## src/rtl/ped_crossing_signal.sv

```systemverilog
// Pedestrian crossing front-end: debounces the button, raises a latched crossing request and drives WALK/DON'T WALK lamps plus a seconds countdown.
// Latency: button edge to ped_request_n low is 3 + DEBOUNCE_CYCLES cycles; lamps follow the controller's red onset on the next edge.
// Backpressure: none; the controller consumes the level request, and presses outside IDLE are dropped rather than queued.
//
// Ports:
//   clk, reset        system clock, synchronous active-high reset
//   button_raw        asynchronous button, 0 = pressed
//   traffic_led[2:0]  controller lamp code (001 red, 010 orange, 100 green)
//   ped_request_n     crossing request to the controller, 0 = requesting
//   walk_led, dont_walk_led, waiting_led  pedestrian lamps
//   countdown[5:0]    remaining crossing seconds, 0 outside WALK/CLEAR
module ped_crossing_signal #(
    parameter int DEBOUNCE_CYCLES   = 270000,
    parameter int TICK_CYCLES       = 27000000,
    parameter int WALK_SECONDS      = 30,
    parameter int FLASH_SECONDS     = 10,
    parameter int FLASH_HALF_CYCLES = 13500000
) (
    input  logic       clk,
    input  logic       reset,
    input  logic       button_raw,
    input  logic [2:0] traffic_led,
    output logic       ped_request_n,
    output logic       walk_led,
    output logic       dont_walk_led,
    output logic       waiting_led,
    output logic [5:0] countdown
);

    localparam int DBW = (DEBOUNCE_CYCLES > 1)   ? $clog2(DEBOUNCE_CYCLES)   : 1;
    localparam int TW  = (TICK_CYCLES > 1)       ? $clog2(TICK_CYCLES)       : 1;
    localparam int FW  = (FLASH_HALF_CYCLES > 1) ? $clog2(FLASH_HALF_CYCLES) : 1;

    localparam logic [DBW-1:0] DB_LAST    = DBW'(DEBOUNCE_CYCLES - 1);
    localparam logic [TW-1:0]  TICK_LAST  = TW'(TICK_CYCLES - 1);
    localparam logic [FW-1:0]  FLASH_LAST = FW'(FLASH_HALF_CYCLES - 1);
    localparam logic [5:0]     WALK_CNT   = 6'(WALK_SECONDS);
    localparam logic [5:0]     FLASH_CNT  = 6'(FLASH_SECONDS);

    typedef enum logic [1:0] {
        ST_IDLE    = 2'd0,
        ST_REQUEST = 2'd1,
        ST_WALK    = 2'd2,
        ST_CLEAR   = 2'd3
    } state_t;

    // ---------------------------------------------------------------
    // Input conditioning
    // ---------------------------------------------------------------
    logic           sync1_q, sync2_q;
    logic           db_q, db_d;
    logic           db_prev_q;
    logic [DBW-1:0] db_cnt_q, db_cnt_d;
    logic           prev_red_q;
    logic           red, red_rise, press;

    assign red      = (traffic_led == 3'b001);
    assign red_rise = red & ~prev_red_q;
    // Registered edge detect on the debounced level gives a clean one-cycle pulse.
    assign press    = db_prev_q & ~db_q;

    always_comb begin
        db_d     = db_q;
        db_cnt_d = '0;
        if (sync2_q != db_q) begin
            if (db_cnt_q == DB_LAST) begin
                db_d     = sync2_q;
                db_cnt_d = '0;
            end else begin
                db_cnt_d = db_cnt_q + 1'b1;
            end
        end
    end

    always_ff @(posedge clk) begin
        if (reset) begin
            sync1_q    <= 1'b1;
            sync2_q    <= 1'b1;
            db_q       <= 1'b1;
            db_prev_q  <= 1'b1;
            db_cnt_q   <= '0;
            prev_red_q <= 1'b0;
        end else begin
            sync1_q    <= button_raw;
            sync2_q    <= sync1_q;
            db_q       <= db_d;
            db_prev_q  <= db_q;
            db_cnt_q   <= db_cnt_d;
            prev_red_q <= red;
        end
    end

    // ---------------------------------------------------------------
    // Crossing FSM with registered outputs
    // ---------------------------------------------------------------
    state_t        state_q, state_d;
    logic          req_n_q, req_n_d;
    logic          walk_q, walk_d;
    logic          dw_q, dw_d;
    logic          wait_q, wait_d;
    logic [5:0]    cd_q, cd_d;
    logic [TW-1:0] tick_q, tick_d;
    logic [FW-1:0] flash_q, flash_d;
    logic [5:0]    cd_dec;
    logic          tick_done;
    logic          abort;

    assign cd_dec    = cd_q - 6'd1;
    assign tick_done = (tick_q == TICK_LAST);
    // Losing red while pedestrians are crossing drops straight back to a safe IDLE.
    assign abort     = ((state_q == ST_WALK) || (state_q == ST_CLEAR)) && !red;

    always_comb begin
        state_d = state_q;
        req_n_d = req_n_q;
        walk_d  = walk_q;
        dw_d    = dw_q;
        wait_d  = wait_q;
        cd_d    = cd_q;
        tick_d  = tick_q;
        flash_d = flash_q;

        case (state_q)
            ST_IDLE: begin
                req_n_d = 1'b1;
                walk_d  = 1'b0;
                dw_d    = 1'b1;
                wait_d  = 1'b0;
                cd_d    = '0;
                tick_d  = '0;
                flash_d = '0;
                if (press) begin
                    state_d = ST_REQUEST;
                    req_n_d = 1'b0;
                    wait_d  = 1'b1;
                end
            end

            ST_REQUEST: begin
                walk_d  = 1'b0;
                dw_d    = 1'b1;
                cd_d    = '0;
                tick_d  = '0;
                flash_d = '0;
                // Only a fresh red onset grants the crossing, never a red already showing.
                if (red_rise) begin
                    state_d = ST_WALK;
                    cd_d    = WALK_CNT;
                    req_n_d = 1'b1;
                    wait_d  = 1'b0;
                    walk_d  = 1'b1;
                    dw_d    = 1'b0;
                end
            end

            ST_WALK: begin
                if (tick_done) begin
                    tick_d = '0;
                    if (cd_q != 6'd0) begin
                        cd_d = cd_dec;
                        if (cd_dec == FLASH_CNT) begin
                            state_d = ST_CLEAR;
                            walk_d  = 1'b0;
                            dw_d    = 1'b1;
                            flash_d = '0;
                        end
                    end
                end else begin
                    tick_d = tick_q + 1'b1;
                end
            end

            ST_CLEAR: begin
                if (flash_q == FLASH_LAST) begin
                    flash_d = '0;
                    dw_d    = ~dw_q;
                end else begin
                    flash_d = flash_q + 1'b1;
                end
                if (tick_done) begin
                    tick_d = '0;
                    if (cd_q != 6'd0) begin
                        cd_d = cd_dec;
                        if (cd_dec == 6'd0) begin
                            state_d = ST_IDLE;
                            dw_d    = 1'b1;
                            flash_d = '0;
                        end
                    end
                end else begin
                    tick_d = tick_q + 1'b1;
                end
            end

            default: begin
                state_d = ST_IDLE;
            end
        endcase

        // Override last so it wins over a tick landing on the same cycle.
        if (abort) begin
            state_d = ST_IDLE;
            req_n_d = 1'b1;
            walk_d  = 1'b0;
            dw_d    = 1'b1;
            wait_d  = 1'b0;
            cd_d    = '0;
            tick_d  = '0;
            flash_d = '0;
        end
    end

    always_ff @(posedge clk) begin
        if (reset) begin
            state_q <= ST_IDLE;
            req_n_q <= 1'b1;
            walk_q  <= 1'b0;
            dw_q    <= 1'b1;
            wait_q  <= 1'b0;
            cd_q    <= '0;
            tick_q  <= '0;
            flash_q <= '0;
        end else begin
            state_q <= state_d;
            req_n_q <= req_n_d;
            walk_q  <= walk_d;
            dw_q    <= dw_d;
            wait_q  <= wait_d;
            cd_q    <= cd_d;
            tick_q  <= tick_d;
            flash_q <= flash_d;
        end
    end

    assign ped_request_n = req_n_q;
    assign walk_led      = walk_q;
    assign dont_walk_led = dw_q;
    assign waiting_led   = wait_q;
    assign countdown     = cd_q;

endmodule

```

## config.mk

```make
export PLATFORM = sky130hd
export DESIGN_NAME = ped_crossing_signal
export DESIGN_NICKNAME = d
export VERILOG_FILES = /design/src/rtl/ped_crossing_signal.sv
export SDC_FILE = /design/constraint.sdc
export NUM_CORES = 1
export LEC_CHECK = 0
export CAP_MARGIN = 20
export CORE_ASPECT_RATIO = 0.5
export CORE_MARGIN = 5
export CORE_UTILIZATION = 60
export CTS_BUF_LIST = sky130_fd_sc_hd__clkbuf_2 sky130_fd_sc_hd__clkbuf_4 sky130_fd_sc_hd__clkbuf_8
export DETAILED_ROUTE_END_ITERATION = 6
export PLACE_DENSITY_LB_ADDON = 0.1
export RECOVER_POWER = 25
export SLEW_MARGIN = 20
export SYNTH_ARGS = -nofsm -noshare
export SYNTH_HDL_FRONTEND = slang
export SYNTH_SLANG_ARGS = --single-unit
```

## constraint.sdc

```tcl
create_clock -name clk -period 7.7 [get_ports clk]
set_clock_uncertainty 0.1 [all_clocks]
set_input_delay 1.155 -clock clk [delete_from_list [all_inputs] [get_ports clk]]
set_output_delay 1.155 -clock clk [all_outputs]
set_load 0.01 [all_outputs]
```

==> results_dict.tcl <==
set metrics [dict create \
    hp-start "sync1_q$_SDFF_PP1_" \
    crit_buf_inv 1 \
    dieArea_um2 9040 \
    ant_nets 0 \
    crit_type "reg2reg" \
    root_buffer "clkbuf_8" \
    fin_cells 622 \
    setup_violations 0 \
    start_util_pct 63.0 \
    overflow 0 \
    place_hpwl_mm 5.83 \
    syn2layout_area_growth_pct 8.96 \
    grt_pass1_wl_mm 15.4 \
    crit_family "simple AND/OR/NAND/NOR gates" \
    diodes 0 \
    clkTransAtPathRegs_ps 90 \
    worstPathRequired_ps 7830 \
    path_cells "inv_1 > ha_1 > xor2_1 > nor4_1 > a31o_2 > nor2_1 > nand2_1 > o41ai_1" \
    postLayoutCellArea_um2 4670 \
    drt_iter0_drc 286 \
    cts_resized 0 \
    grt_pass1_vias 3346 \
    clock_latency_ps 360 \
    syn_inst 519 \
    die_h_um 69.8 \
    finalHoldViolCount 0 \
    ys_ff_latch 85 \
    clock-sinks 85 \
    post_cts_buffers 0 \
    drive_gt1_share_pct 6.42 \
    cts_max_path_buffers 2 \
    post_dp_cell_area_um2 4470 \
    cp.arrival_ps 3600 \
    critPathMaxStageDelay_ps 840 \
    crit_start "countdown[0]$_SDFFE_PP0P_" \
    cts_hold_buf 0 \
    vdd_drop_max_uv 101 \
    hp-class "reg2reg" \
    setup_tns_ps 0 \
    firstDrtPassIters 5 \
    post-route-period-util_pct 45.1 \
    synth_cell_types 59 \
    vias_per_cell 5.71 \
    cts-htree-levels 3 \
    p_leak_nw 1.46 \
    seq_area_frac_synth_pct 39.7 \
    fp.coreArea_um2 6810 \
    yosysTopAreaCell "dfxtp_1" \
    cts_tree "done" \
    dp_cells 605 \
    slew_viol_final 0 \
    grtUsageTotal_pct 20.4 \
    worst_slew_pin_slew_ps 1050 \
    finalCriticalPeriod_ps 3470 \
    synth_ff_type "dfxtp_1" \
    startpoint_type "flip-flop" \
    yosys-top-cells-area "dfxtp_1, nor2_1, xnor2_1, xor2_1, nand2_1" \
    crit_fanout 16 \
    synth-edff-count 0 \
    io_pins 16 \
    vias 3553 \
    syn-num-nets 535 \
    max_freq_mhz 288 \
    status "finished, final reports clean" \
    end_kind "flip-flop" \
    rsz0062_at_grt "false" \
    powerDensity_nw_per_um2 165 \
    power_uw 772 \
    synth.top_cell.area_share_pct 39.7 \
    postSynthAreaPerCell_um2 8.26 \
    fin_nets 541 \
    max_cap_violations 0 \
    gp_congestion 0.900 \
    die_w_um 130 \
    r2r_start "countdown[0]$_SDFFE_PP0P_" \
    drc_errors 0 \
    numPortBuffers 15 \
    synthesis.area_um2 4290 \
    grt_max_degree 30 \
    ys.warnings.count 0 \
    antenna_found_initial 0 \
    placementRows 21 \
    wl_per_cell_um 13.8 \
    wl_mm 8.61 \
    cts_buffers 9 \
    slowest_stage "nor2_1" \
    max_slew_margin_pct 29.9 \
    async_reset_ff_share_pct 0 \
]
[logic make-up after synthesis]
family / share of synthesized area, %
AOI/OAI and AO/OA: 13.2
buffers and inverters: 3.62
and+or+nand+nor: 32.2
xor gates and xnor gates: 8.38
adders and majority gates: 2.92
DFF: 39.7
[worst reg2reg max path, delay by kind of cell (launching register included)]
family	cells	cell delay, ps
xor+xnor	1	210
buf+inv	1	80
simple gates	3	1450
flops	1	470
fa+ha+maj	1	240
compound gates	2	810
[per-layer routing]
layer  routed length, um  part of all wire, %  vias to the layer above  GRT usage (%)
met3                 302                  3.5                       13           5.62
li1                    -                    -                     1854              -
met1                4340                   50                     1639           27.2
met5                   0                    0                        -              0
met4                 102                  1.2                        0           6.22
met2                3870                   45                       47           32.1
[path summary, 6_finish.rpt]
path	to	slack, ps	cells after the start
max	flash_q[4]$_SDFFE_PP0P_	4230	8
min	sync2_q$_SDFF_PP1_	330	1
max reg2reg	flash_q[4]$_SDFFE_PP0P_	4230	8
min reg2reg	sync2_q$_SDFF_PP1_	330	1
[synth_stat cells, drive strengths merged (2+ instances only)]
cell	count
a211oi	5
a21oi	31
a22oi	2
and2	4
and3	8
and3b	2
and4	6
buf	5
clkbuf	17
dfxtp	85
ha	10
inv	18
nand2	44
nand2b	6
nand3	24
nand4	19
nand4b	5
nor2	71
nor2b	6
nor3	15
nor3b	3
nor4	8
nor4b	4
nor4bb	4
o211ai	2
o21ai	19
o22ai	12
o32ai	3
o41ai	2
or2	5
or3	13
or4b	2
xnor2	21
xor2	20
[stage by stage]
stage / utilization (%) / setup WS, ps / hold WS, ps
after detailed placement: 65.7 / 4290 / 312
after floorplan: - / 5160 / 289
after global routing: 68.6 / 3850 / 360
final: 68.6 / 4230 / 331
after CTS: 68.6 / 4220 / 335
after global placement: 65.7 / 4350 / 310
[flip-flops by register name (all words and copies together), names as in the netlist]
signal / flops
sync2_q: 1
ped_request_n: 1
db_prev_q: 1
db_cnt_q: 19
dont_walk_led: 1
waiting_led: 1
tick_q: 25
countdown: 6
walk_led: 1
prev_red_q: 1
sync1_q: 1
db_q: 1
state_q: 2
flash_q: 24
[report_power, final]
part | total [mW] | internal (mW) | switching [mW]
sequential | 0.443 | 0.441 | 0.00155
clock | 0.300 | 0.140 | 0.160
combinational | 0.0297 | 0.0107 | 0.0190
total | 0.772 | 0.591 | 0.181
[area by class of cell]
class	count	area [um2]
repair buffers	17	163
clock inverters	4	32.5
fillers	581	2130
well taps	92	115
clock buffers	12	159
flip-flops and latches	85	1700
inverters	18	67.6
multi-input cells	394	2430
[cells in the final DEF, fill, tap and decap left out, types with 3 or more instances in the layout]
cell type	netlist	layout
nor2_1	71	70
nand4_1	19	19
nor4bb_1	4	4
o32ai_1	3	3
nand3_1	23	23
or2_2	5	5
nor4_1	6	6
or3_1	13	13
inv_1	18	18
nand2_1	44	44
o21ai_0	19	19
a211oi_1	4	4
ha_1	10	10
xor2_1	20	20
xnor2_1	21	21
clkdlybuf4s50_1	0	14
and4_1	6	6
o22ai_1	12	12
nor2b_1	6	6
nor4b_1	4	4
a21oi_1	31	31
and2_1	3	3
nor3_1	15	15
nand4b_1	5	5
dfxtp_1	85	85
clkbuf_8	0	11
nand2b_1	6	6
and3_1	8	8
(Power assumes the default switching activity.)
